<file path="config.mk">
export PLATFORM = sky130hd
export DESIGN_NAME = rv32_fetch_unit_flat
export DESIGN_NICKNAME = d
export VERILOG_FILES = /design/src/rtl/rv32_pkg.sv /design/src/rtl/rv32_fetch_unit_if.sv /design/src/rtl/rv32_sync_fifo.sv /design/src/rtl/rv32_sync_fifo_chk.sv /design/src/rtl/rv32_fetch_unit.sv /design/src/flat_wrapper.sv
export SDC_FILE = /design/constraint.sdc
export NUM_CORES = 1
export LEC_CHECK = 0
export CORE_MARGIN = 4
export CORE_UTILIZATION = 40
export DETAILED_ROUTE_END_ITERATION = 6
export SYNTH_ARGS = -nofsm -noshare
export SYNTH_HDL_FRONTEND = slang
export SYNTH_SLANG_ARGS = --single-unit
</file>
<file path="constraint.sdc">
create_clock -name clk -period 2.7 [get_ports clk]
set_clock_uncertainty 0.2 [all_clocks]
set_input_delay 0.27 -clock clk [delete_from_list [all_inputs] [get_ports clk]]
set_output_delay 0.27 -clock clk [all_outputs]
set_load 0.03 [all_outputs]
</file>
<file path="src/rtl/rv32_pkg.sv">
// Shared RV32 front-end types and constants.
// fetch_entry_t is the {pc, inst} pair carried from imem to decode.
package rv32_pkg;

  localparam int XLEN         = 32;
  localparam int PC_STEP_WORD = 1;
  localparam int PC_STEP_BYTE = 4;

  typedef struct packed {
    logic [XLEN-1:0] pc;
    logic [31:0]     inst;
  } fetch_entry_t;

endpackage

</file>
<file path="src/rtl/rv32_fetch_unit_if.sv">
// Fetch-unit bus bundle: redirect input, synchronous imem port and decode handshake.
// master = fetch unit side, slave = core/memory side.
interface rv32_fetch_unit_if #(
  parameter int XLEN   = rv32_pkg::XLEN,
  parameter int ADDR_W = 10
);
  logic              redirect_valid;
  logic [XLEN-1:0]   redirect_pc;
  logic              imem_req;
  logic [ADDR_W-1:0] imem_addr;
  logic [31:0]       imem_rdata;
  logic              out_valid;
  logic              out_ready;
  logic [XLEN-1:0]   out_pc;
  logic [31:0]       out_inst;

  modport master (
    input  redirect_valid, redirect_pc,
    output imem_req, imem_addr,
    input  imem_rdata,
    output out_valid, out_pc, out_inst,
    input  out_ready
  );

  modport slave (
    output redirect_valid, redirect_pc,
    input  imem_req, imem_addr,
    output imem_rdata,
    input  out_valid, out_pc, out_inst,
    output out_ready
  );
endinterface

</file>
<file path="src/rtl/rv32_sync_fifo.sv">
// Synchronous FIFO with push/pop/flush and occupancy count; DEPTH must be a power of two.
// Storage is cleared by srst so the head reads zero out of reset.
module rv32_sync_fifo #(
  parameter int WIDTH = 64,
  parameter int DEPTH = 4
) (
  input  logic                     clk,
  input  logic                     srst,
  input  logic                     push,
  input  logic [WIDTH-1:0]         wdata,
  input  logic                     pop,
  input  logic                     flush,
  output logic [WIDTH-1:0]         rdata,
  output logic                     empty,
  output logic [$clog2(DEPTH):0]   count
);

  localparam int PW = $clog2(DEPTH);
  localparam int CW = PW + 1;

  logic [WIDTH-1:0] mem_q [DEPTH];
  logic [WIDTH-1:0] mem_d [DEPTH];
  logic [PW-1:0]    wr_ptr_q, wr_ptr_d, rd_ptr_q, rd_ptr_d;
  logic [CW-1:0]    count_q, count_d;
  logic             full_s, push_ok_s, pop_ok_s;

  assign full_s    = (count_q == CW'(DEPTH));
  assign empty     = (count_q == {CW{1'b0}});
  assign push_ok_s = push && !full_s;
  assign pop_ok_s  = pop && !empty;
  assign rdata     = mem_q[rd_ptr_q];
  assign count     = count_q;

  // Next-state for storage, pointers and count; reset beats flush beats push/pop.
  always_comb begin
    mem_d    = mem_q;
    wr_ptr_d = wr_ptr_q;
    rd_ptr_d = rd_ptr_q;
    count_d  = count_q;
    if (srst) begin
      for (int i = 0; i < DEPTH; i++) begin
        mem_d[i] = {WIDTH{1'b0}};
      end
      wr_ptr_d = {PW{1'b0}};
      rd_ptr_d = {PW{1'b0}};
      count_d  = {CW{1'b0}};
    end else if (flush) begin
      wr_ptr_d = {PW{1'b0}};
      rd_ptr_d = {PW{1'b0}};
      count_d  = {CW{1'b0}};
    end else begin
      if (push_ok_s) begin
        mem_d[wr_ptr_q] = wdata;
        wr_ptr_d        = wr_ptr_q + PW'(1);
      end else begin
        wr_ptr_d = wr_ptr_q;
      end
      if (pop_ok_s) begin
        rd_ptr_d = rd_ptr_q + PW'(1);
      end else begin
        rd_ptr_d = rd_ptr_q;
      end
      case ({push_ok_s, pop_ok_s})
        2'b10:   count_d = count_q + CW'(1);
        2'b01:   count_d = count_q - CW'(1);
        default: count_d = count_q;
      endcase
    end
  end

  // FIFO state registers.
  always_ff @(posedge clk) begin
    mem_q    <= mem_d;
    wr_ptr_q <= wr_ptr_d;
    rd_ptr_q <= rd_ptr_d;
    count_q  <= count_d;
  end

  rv32_sync_fifo_chk u_chk (
    .clk   (clk),
    .srst  (srst),
    .push  (push),
    .flush (flush),
    .full  (full_s)
  );

endmodule

</file>
<file path="src/rtl/rv32_sync_fifo_chk.sv">
// Protocol checker for rv32_sync_fifo: a push must never hit a full FIFO
// unless the same cycle flushes or resets it.
module rv32_sync_fifo_chk (
  input logic clk,
  input logic srst,
  input logic push,
  input logic flush,
  input logic full
);

  a_no_push_when_full: assert property (
    @(posedge clk) disable iff (srst) !(push && full && !flush)
  );

endmodule

</file>
<file path="src/rtl/rv32_fetch_unit.sv">
// RV32 fetch front end: PC generator, synchronous imem request stage and prefetch FIFO.
// Define RV32_FETCH_PERF_EN to add the perf_fetched / perf_killed counters.
module rv32_fetch_unit #(
  parameter int              XLEN     = rv32_pkg::XLEN,
  parameter int              ADDR_W   = 10,
  parameter int              DEPTH    = 4,
  parameter logic [XLEN-1:0] RESET_PC = {XLEN{1'b0}},
  parameter int              PC_STEP  = rv32_pkg::PC_STEP_WORD
) (
  input  logic                    clk,
  input  logic                    reset,
  rv32_fetch_unit_if.master       fif
`ifdef RV32_FETCH_PERF_EN
  ,
  output logic [31:0]             perf_fetched,
  output logic [31:0]             perf_killed
`endif
);
  import rv32_pkg::*;

  localparam int CW = $clog2(DEPTH) + 1;
  localparam int OW = CW + 1;

  logic [XLEN-1:0] fpc_q, fpc_d, inflight_pc_q, inflight_pc_d;
  logic            inflight_q, inflight_d;
  logic [CW-1:0]   count_s;
  logic [OW-1:0]   occ_s;
  logic            fifo_empty_s, pop_req_s, issue_s, push_s, pop_s;
  fetch_entry_t    push_entry_s, head_entry_s;

  // Occupancy counts the in-flight slot and credits this cycle's pop, which keeps
  // a DEPTH-2 FIFO streaming at one instruction per cycle.
  always_comb begin
    pop_req_s     = !fifo_empty_s && fif.out_ready;
    occ_s         = {1'b0, count_s} + {{CW{1'b0}}, inflight_q} - {{CW{1'b0}}, pop_req_s};
    issue_s       = !reset && !fif.redirect_valid && (occ_s < OW'(DEPTH));
    fpc_d         = fpc_q;
    inflight_pc_d = inflight_pc_q;
    inflight_d    = issue_s;
    if (reset) begin
      fpc_d         = RESET_PC;
      inflight_pc_d = {XLEN{1'b0}};
      inflight_d    = 1'b0;
    end else if (fif.redirect_valid) begin
      fpc_d = fif.redirect_pc;
    end else if (issue_s) begin
      fpc_d         = fpc_q + XLEN'(PC_STEP);
      inflight_pc_d = fpc_q;
    end else begin
      fpc_d = fpc_q;
    end
  end

  // PC and in-flight request registers.
  always_ff @(posedge clk) begin
    fpc_q         <= fpc_d;
    inflight_q    <= inflight_d;
    inflight_pc_q <= inflight_pc_d;
  end

  // A response arriving in a redirect cycle belongs to the old path and is dropped.
  assign push_s            = inflight_q && !fif.redirect_valid;
  assign pop_s             = pop_req_s && !fif.redirect_valid;
  assign push_entry_s.pc   = inflight_pc_q;
  assign push_entry_s.inst = fif.imem_rdata;

  rv32_sync_fifo #(
    .WIDTH ($bits(fetch_entry_t)),
    .DEPTH (DEPTH)
  ) u_fifo (
    .clk   (clk),
    .srst  (reset),
    .push  (push_s),
    .wdata (push_entry_s),
    .pop   (pop_s),
    .flush (fif.redirect_valid),
    .rdata (head_entry_s),
    .empty (fifo_empty_s),
    .count (count_s)
  );

  assign fif.imem_req  = issue_s;
  assign fif.out_valid = !fifo_empty_s;
  assign fif.out_pc    = head_entry_s.pc;
  assign fif.out_inst  = head_entry_s.inst;

  generate
    if (PC_STEP == PC_STEP_BYTE) begin : g_byte_addr
      assign fif.imem_addr = fpc_q[ADDR_W+1:2];
    end else begin : g_word_addr
      assign fif.imem_addr = fpc_q[ADDR_W-1:0];
    end
  endgenerate

`ifdef RV32_FETCH_PERF_EN
  logic [31:0] perf_fetched_q, perf_fetched_d, perf_killed_q, perf_killed_d;

  // Killed = dropped response plus every valid entry discarded by the flush.
  always_comb begin
    perf_fetched_d = perf_fetched_q;
    perf_killed_d  = perf_killed_q;
    if (reset) begin
      perf_fetched_d = 32'd0;
      perf_killed_d  = 32'd0;
    end else if (fif.redirect_valid) begin
      perf_killed_d = perf_killed_q + {31'd0, inflight_q} + 32'(count_s);
    end else begin
      perf_fetched_d = perf_fetched_q + {31'd0, push_s};
    end
  end

  // Performance counter registers.
  always_ff @(posedge clk) begin
    perf_fetched_q <= perf_fetched_d;
    perf_killed_q  <= perf_killed_d;
  end

  assign perf_fetched = perf_fetched_q;
  assign perf_killed  = perf_killed_q;
`endif

endmodule

</file>
<file path="src/flat_wrapper.sv">
// flat-port wrapper written by rule: the top's interface ports become plain ports
module rv32_fetch_unit_flat import rv32_pkg::*;
#(
  parameter int              XLEN     = rv32_pkg::XLEN,
  parameter int              ADDR_W   = 10,
  parameter int              DEPTH    = 4,
  parameter logic [XLEN-1:0] RESET_PC = {XLEN{1'b0}},
  parameter int              PC_STEP  = rv32_pkg::PC_STEP_WORD
)
  (clk, reset, fif_redirect_valid, fif_redirect_pc, fif_imem_req, fif_imem_addr, fif_imem_rdata, fif_out_valid, fif_out_pc, fif_out_inst, fif_out_ready);
  rv32_fetch_unit_if #(.XLEN(XLEN), .ADDR_W(ADDR_W)) fif_i ();
  input  logic clk;
  input  logic reset;
  input wire logic [$bits(fif_i.redirect_valid)-1:0] fif_redirect_valid;
  input wire logic [$bits(fif_i.redirect_pc)-1:0] fif_redirect_pc;
  output wire logic [$bits(fif_i.imem_req)-1:0] fif_imem_req;
  output wire logic [$bits(fif_i.imem_addr)-1:0] fif_imem_addr;
  input wire logic [$bits(fif_i.imem_rdata)-1:0] fif_imem_rdata;
  output wire logic [$bits(fif_i.out_valid)-1:0] fif_out_valid;
  output wire logic [$bits(fif_i.out_pc)-1:0] fif_out_pc;
  output wire logic [$bits(fif_i.out_inst)-1:0] fif_out_inst;
  input wire logic [$bits(fif_i.out_ready)-1:0] fif_out_ready;
  assign fif_i.redirect_valid = fif_redirect_valid;
  assign fif_i.redirect_pc = fif_redirect_pc;
  assign fif_imem_req = fif_i.imem_req;
  assign fif_imem_addr = fif_i.imem_addr;
  assign fif_i.imem_rdata = fif_imem_rdata;
  assign fif_out_valid = fif_i.out_valid;
  assign fif_out_pc = fif_i.out_pc;
  assign fif_out_inst = fif_i.out_inst;
  assign fif_i.out_ready = fif_out_ready;
  rv32_fetch_unit #(.XLEN(XLEN), .ADDR_W(ADDR_W), .DEPTH(DEPTH), .RESET_PC(RESET_PC), .PC_STEP(PC_STEP)) u_core (.clk(clk), .reset(reset), .fif(fif_i));
endmodule
</file>
---- Word level (Yosys, flattened, before mapping) ----
Index checks and enable logic that the tools add are counted.
storage, ports and cells
  output and inout bits ................... 76
  input bits .............................. 68
  flip-flop bits (word level) ............. 328
  logic and storage cells ................. 54
cells by class
  equality and inequality tests ........... 3
  mux-type cells .......................... 9
  add/sub/neg operators ................... 7
  reduce and logical (&&, ||, !) cells .... 18
  bitwise gates (word level) .............. 3
  magnitude comparators ................... 4
operators by type and width
  kind                     number
  $bwmux W256              1
  $mux W64                 3
  $bmux W64 S2             1
  $demux W64 S2            1
  $mux W32                 2
  $add A32 B1 Y32 const B  1
  $logic_and A1 B1 Y1      8
  $ge A3 B3 Y1 const B     2
  $not A2 Y3               2
  $pmux W3 S2              1
  $add A2 B1 Y2 const B    2
  $add A3 B1 Y4            1
  $logic_not A1 Y1         4
  $lt A4 B3 Y1 const B     1
  $reduce_and A2 Y1        2
  $reduce_bool A2 Y1       2
  $sub A4 B1 Y4            1
  $add A3 B1 Y3 const B    1
  $eq A3 B3 Y1 const B     1
  $logic_not A3 Y1         1
  $lt A3 B1 Y1 const B     1
  $sub A3 B1 Y3 const B    1
  $eq A2 B1 Y1 const B     1
  $eq A2 B2 Y1 const B     1
  2 further kinds          2

---- Longest topological paths before layout ----
  word-level depth ........................ 8
  depth in mapped cells ................... 12
  gate-level depth less buffers ........... 10

---- Cells and area by module ----
A second synthesis with hierarchy kept.
second synthesis, totals
  cell total of the unflattened synthesis .. 1413
  area, all modules ....................... 15436.1 um^2
by module, submodules not included
  module           times used  area each (um^2)  cells an instance  seq. area each (um^2)
  rv32_sync_fifo   1           12077.8           1029               5265.0
  rv32_fetch_unit  1           3358.2            384                1301.2

---- Worst setup path before layout ----
OpenSTA, ideal clock, no wires.
  path type ............................... reg2reg
  start point ............................. register u_core.u_fifo.count_q[2], in the netlist u_core.u_fifo.count[2]
  end point ............................... register u_core.fpc_q[9]
  path buffers ............................ 1
  data required time ...................... 2.378 ns
  data arrival time ....................... 2.606 ns
  stages on the path, launching flop included .. 11
  library setup time ...................... 0.122 ns
  clock period less this slack ............ 2.928 ns
  path slack .............................. -0.228 ns
  path through ............................ dfxtp_1 > o31a_1 > ha_1 > inv_1 > ha_1 > and3b_4 > nor4b_2 > o31ai_1 > buf_2 > o31a_1 > o311a_1
between the ends
  cells in the longest elaborated chain, start to end .. 7
  elaborated cells on any way between the ends .. 8
  those cells by class .................... 2 x add/sub; 1 x order compare; 5 x reduce/logical
RTL lines
  element                                                line                   text
  start: declaration                                     rv32_sync_fifo.sv:24   logic [CW-1:0] count_q, count_d;
  start signal: assignment                               rv32_sync_fifo.sv:76   count_q <= count_d;
  branches (longest 3 deep; another with $add A3 B1 Y4)  -
  $sub A4 B1 Y4 *                                        rv32_fetch_unit.sv:35  occ_s = {1'b0, count_s} + {{CW{1'b0}}, inflight_q} - {{CW{1'b0}}, pop_req_s};
  $lt A4 B3 Y1 *                                         rv32_fetch_unit.sv:36  issue_s = !reset && !fif.redirect_valid && (occ_s < OW'(DEPTH));
  $logic_and A1 B1 Y1 *                                  rv32_fetch_unit.sv:36
  $reduce_bool A2 Y1 (no line) *                         -
  end signal: assignment                                 rv32_fetch_unit.sv:56  fpc_q <= fpc_d;
  end: declaration                                       rv32_fetch_unit.sv:24  logic [XLEN-1:0] fpc_q, fpc_d, inflight_pc_q, inflight_pc_d;
Mark *: on every way between the ends.
A chain may end at the register's enable or synchronous reset.

---- Final worst setup path ----
  start point ............................. register u_core.u_fifo.count_q[1], in the netlist u_core.u_fifo.count[1]
  end point ............................... output fif_imem_req
between the ends
  cells in the longest elaborated chain, start to end .. 6
  elaborated cells on any way between the ends .. 7
  those cells by class .................... 2 x add/sub; 1 x order compare; 4 x reduce/logical
RTL lines
  element                                                line                   text
  branches (longest 3 deep; another with $add A3 B1 Y4)  -
  $sub A4 B1 Y4 *                                        rv32_fetch_unit.sv:35
  $lt A4 B3 Y1 *                                         rv32_fetch_unit.sv:36
  $logic_and A1 B1 Y1 *                                  rv32_fetch_unit.sv:36
  end: declaration                                       flat_wrapper.sv:16     output wire logic [$bits(fif_i.imem_req)-1:0] fif_imem_req;
Marked as above.

==> summary by stage <==
Pwr
Internal power comes to between 0.008 and 0.009 W. The proportion of power drawn by flip-flops and latches is 47.5%. In this run, the combinational gates consume 6.9% of the power. Net switching is 22.9% of the power.

The clock share of power is ~46%. The highest ir drop seen on vdd is between 0.4 and 0.5 mV. The cell area power density is 581 nW/µm². The leakage power is between 6 and 7 nW.

Summed over all nets, the switching power comes to about 0.0024 W.

Synth
The number of distinct library cells after synthesis is 52. The mean cell area of the mapped netlist is 8.44 µm². Yosys mapped a number of flops with a built-in enable equal to 0. Counting flops and latches in the post-synthesis netlist gives 328. The cell taking the most area after synthesis is dfxtp_1.

After synthesis, the largest area contributor takes up 47.3% of total cell area. The part of the Yosys area used for sequential elements is ~47%. In the synthesized netlist the dominant register cell turns out to be dfxtp_1. The number of warnings issued by yosys is 0. By area the synthesized netlist is led by dfxtp_1 (47%), nand2_1 (16%), a21oi_1 (11%). The net count after synthesis is ~1,700. Of all flip-flops after synthesis, the portion carrying an async set or reset was 0%. Summing every instance area after synthesis gives between 10,000 and 15,000 µm². In the synthesized netlist, the number of instances is roughly 1,600.

Routing
The first routing iteration left 828 violations. The wire length after detailed routing is around 41 mm. For this run, design rule violations remaining after detail routing come to 0. The first TritonRoute pass finished after 5 iterations.

The overall via count from detail_route is around 12,000. The number of vias per cell is between 5 and 6. The antenna violation net count after detailed routing is 0. The average routed wire per standard cell is about 18 µm.

Critical path
The path depth of the worst reg2reg path is 13. The capture point of the worst reg-to-reg path is u_core.fpc_q[19]$_SDFFE_PP0P_. The worst setup slack for register-to-register paths is -310 ps. The critical path class is flip-flop to primary output. Data arrives at the worst endpoint at 2620 ps.

The type of element launching the critical path is a flip-flop. STA classifies the critical path endpoint as a primary output. The start of the worst register-to-register path is u_core.u_fifo.count[1]$_SDFFE_PP0P_. The maximum fanout encountered on the critical timing path is 4. The data required time of the worst path is between 2000 and 2500 ps. Following the worst setup path forward leads to its endpoint at fif_imem_req. The launch point of the worst path is u_core.u_fifo.count[1]$_SDFFE_PP0P_.

Min path
The classification of the worst-slack hold path is primary input to flip-flop.

Place
Port buffering added between 100 and 150 buffers. The placer's final routability congestion estimate is just over 0.8. The number of placed instances, taps included, is 2,173. After legalization and detailed placement, the total HPWL measured between 20 and 25 mm. The worst setup slack after placement is -632 ps.

Clock tree
The H-tree depth is 2. The tree is rooted in a clkbuf_16. TritonCTS created 36 clock buffers. The number of sinks driven by the clock tree is about 330. After clock tree synthesis, the flow added hold-fix buffers numbering 0.

The source-to-sink clock delay at the later pin of the worst-skew pair is approximately 520 ps. After clock tree synthesis, the clock-pin slew on the worst setup and hold paths is 60 ps. TritonCTS built the clock tree.

The maximum count of clock buffers along a single path is 3.

Floorplanning
After floorplanning, the core was sized to cover around 34,000 µm². The number of top-level pins is between 100 and 150. The number of core rows is 67. The die covers 37,800 µm². For this configuration, the core starts out at a cell density of around 41%. From left edge to right edge, the die measures 194 µm. The vertical die dimension is between 150 and 200 µm.

Global route
The number of antenna violations at the first check in global routing is 0. The number of global-route vias before repair is between 10,000 and 15,000. The maximum number of pins on one net before global-route repair is ~160. The global-route usage over all layers is between 20% and 30%. The first global-routing pass estimated 65.2 mm of wire. Summed over all layers, the global routing overflow is 0.

Finish
The number of nets in the layout is roughly 1,900. The area growth from synthesis to layout is 30.2%. In the final layout, the share of cells above drive strength 1 is 18.2%.

The final standard cell utilization of the core is between 50% and 60%. After the flow finishes, the layout carries non-filler instances totaling 2,263. The layout filler cell count is 3,141. The count of antenna diodes in the layout is 0.

Timing
The slew at the pin with the worst max-slew slack is ~760 ps. The number of hold violations in the final report is 0. Setup repair after global routing could not meet its margin everywhere. Based on the critical path, the design can be clocked at up to between 0.3 and 0.4 GHz.

The final setup violation count is 62. The remaining max-slew budget at the tightest pin is between 40% and 50%. The final worst setup slack is -389 ps.

After layout, the minimum clock period comes to approximately 3100 ps. The total count of max-transition violations in the final report is 0. The period utilization is 114%.

Flow run
The tool flagged a number of max-cap violations equal to 0.

Status
The final reports fail on negative setup slack. The run finished, with violations left.
final cells by class:
class	count	area, µm²	share of cell area [%]
multi-input combinational	1169	7150	39.5
sequential	328	6580	36.3
timing repair buffer	243	2590	14.3
inverter	14	56.3	0.311
tap	448	561	3.10
clock buffer	54	1090	6.03
clock inverter	7	71.3	0.394
Yosys cell counts, types with 13 or more instances:
library cell,n
a211oi_1,14
a21oi_1,292
a311oi_1,18
buf_1,31
buf_2,14
clkbuf_1,76
dfxtp_1,328
inv_1,13
mux4_2,64
nand2_1,599
nor2_1,37
xnor2_1,14
placed cells by master, fill, tap and decap left out, types with 22 or more instances in the layout:
master	instances
dfxtp_1	324
a21oi_1	290
clkbuf_16	38
nand2_1	576
nor2_1	37
clkdlybuf4s50_1	79
mux4_2	64
buf_12	29
nand2_2	22
dlygate4sd2_1	35
buf_4	68
cell families (layout without fill, tap and decap cells):
group                    after synthesis  in the layout  synth area share (%)
AND/OR/NAND/NOR                      716            716                  21.2
AO/OA/AOI/OAI                        358            358                  14.3
flip-flops                           328            328                  47.3
buffers and inverters                149            318                  4.58
multiplexers                          67             67                  10.6
XOR/XNOR                              18             18                  1.13
adder cells (fa/ha/maj)               10             10                 0.955
per-layer routing:
metal | part of all wire [%] | vias up | GRT usage, %
li1 | - | 5903 | -
met1 | 44 | 5786 | 28.1
met2 | 48 | 311 | 35.0
met3 | 5.4 | 71 | 3.53
met4 | 2.1 | 0 | 5.42
met5 | 0 | - | 0
worst min path at each step:
stage | start | end | slack [ps] | depth (start not counted)
after detailed placement | u_core.u_fifo.mem_q[188]$_SDFFE_PP0P_ | u_core.u_fifo.mem_q[188]$_SDFFE_PP0P_ | 240 | 2
after CTS | reset | u_core.fpc_q[26]$_SDFFE_PP0P_ | 110 | 6
final | reset | u_core.fpc_q[26]$_SDFFE_PP0P_ | 130 | 6
after global placement | u_core.u_fifo.mem_q[89]$_SDFFE_PP0P_ | u_core.u_fifo.mem_q[89]$_SDFFE_PP0P_ | 240 | 2
after global routing | fif_redirect_pc[3] | u_core.fpc_q[3]$_SDFFE_PP0P_ | 130 | 3
after floorplan | fif_imem_rdata[0] | u_core.u_fifo.mem_q[0]$_SDFFE_PP0P_ | 210 | 2
worst max-delay path: stages, from the launching register on:
cell,delay (ps)
dfxtp_2,310
o31a_1,300
ha_2,180
inv_2,60
ha_4,180
and3b_4,200
o21a_4,210
o31ai_4,240
clkinvlp_4,160
buf_4,150
buf_6,130
state kept, by name, summed over array words and instances, names as in the netlist:
name and flops:
u_core.u_fifo.mem_q 256, u_core.fpc_q 32, u_core.inflight_pc_q 32, u_core.u_fifo.count 3
u_core.u_fifo.rd_ptr_q 2, u_core.u_fifo.wr_ptr_q 2, u_core.inflight_q 1
what timing repair did:
action	CTS	global route
endpoints found under the setup margin	104	81
gates cloned	5	0
setup buffers	18	14
resized for setup	130	46
pin swaps	42	45
through the flow:
| step | setup TNS [ps] | hold WS, ps | instance area [µm²] | total power, W |
|---|---|---|---|---|
| after detailed placement | -27100 | 243 | 16200 | 0.00576 |
| after global placement | -25970 | 238 | 16200 | 0.00576 |
| after global routing | -18040 | 135 | 18100 | 0.0109 |
| after floorplan | -689 | 206 | 14000 | 0.00543 |
| final | -11060 | 127 | 18100 | 0.0105 |
| after CTS | -13810 | 105 | 17800 | 0.0106 |
power groups by stage:
stage	Combinational [W]	Clock (W)	Sequential (W)
floorplan	0.000354	0	0.00508
global placement	0.000664	0	0.00509
detailed placement	0.000670	0	0.00509
CTS	0.000712	0.00491	0.00499
global route	0.000777	0.00510	0.00500
finish	0.000721	0.00479	0.00499
Note: power is estimated with default switching activity, not from simulation.
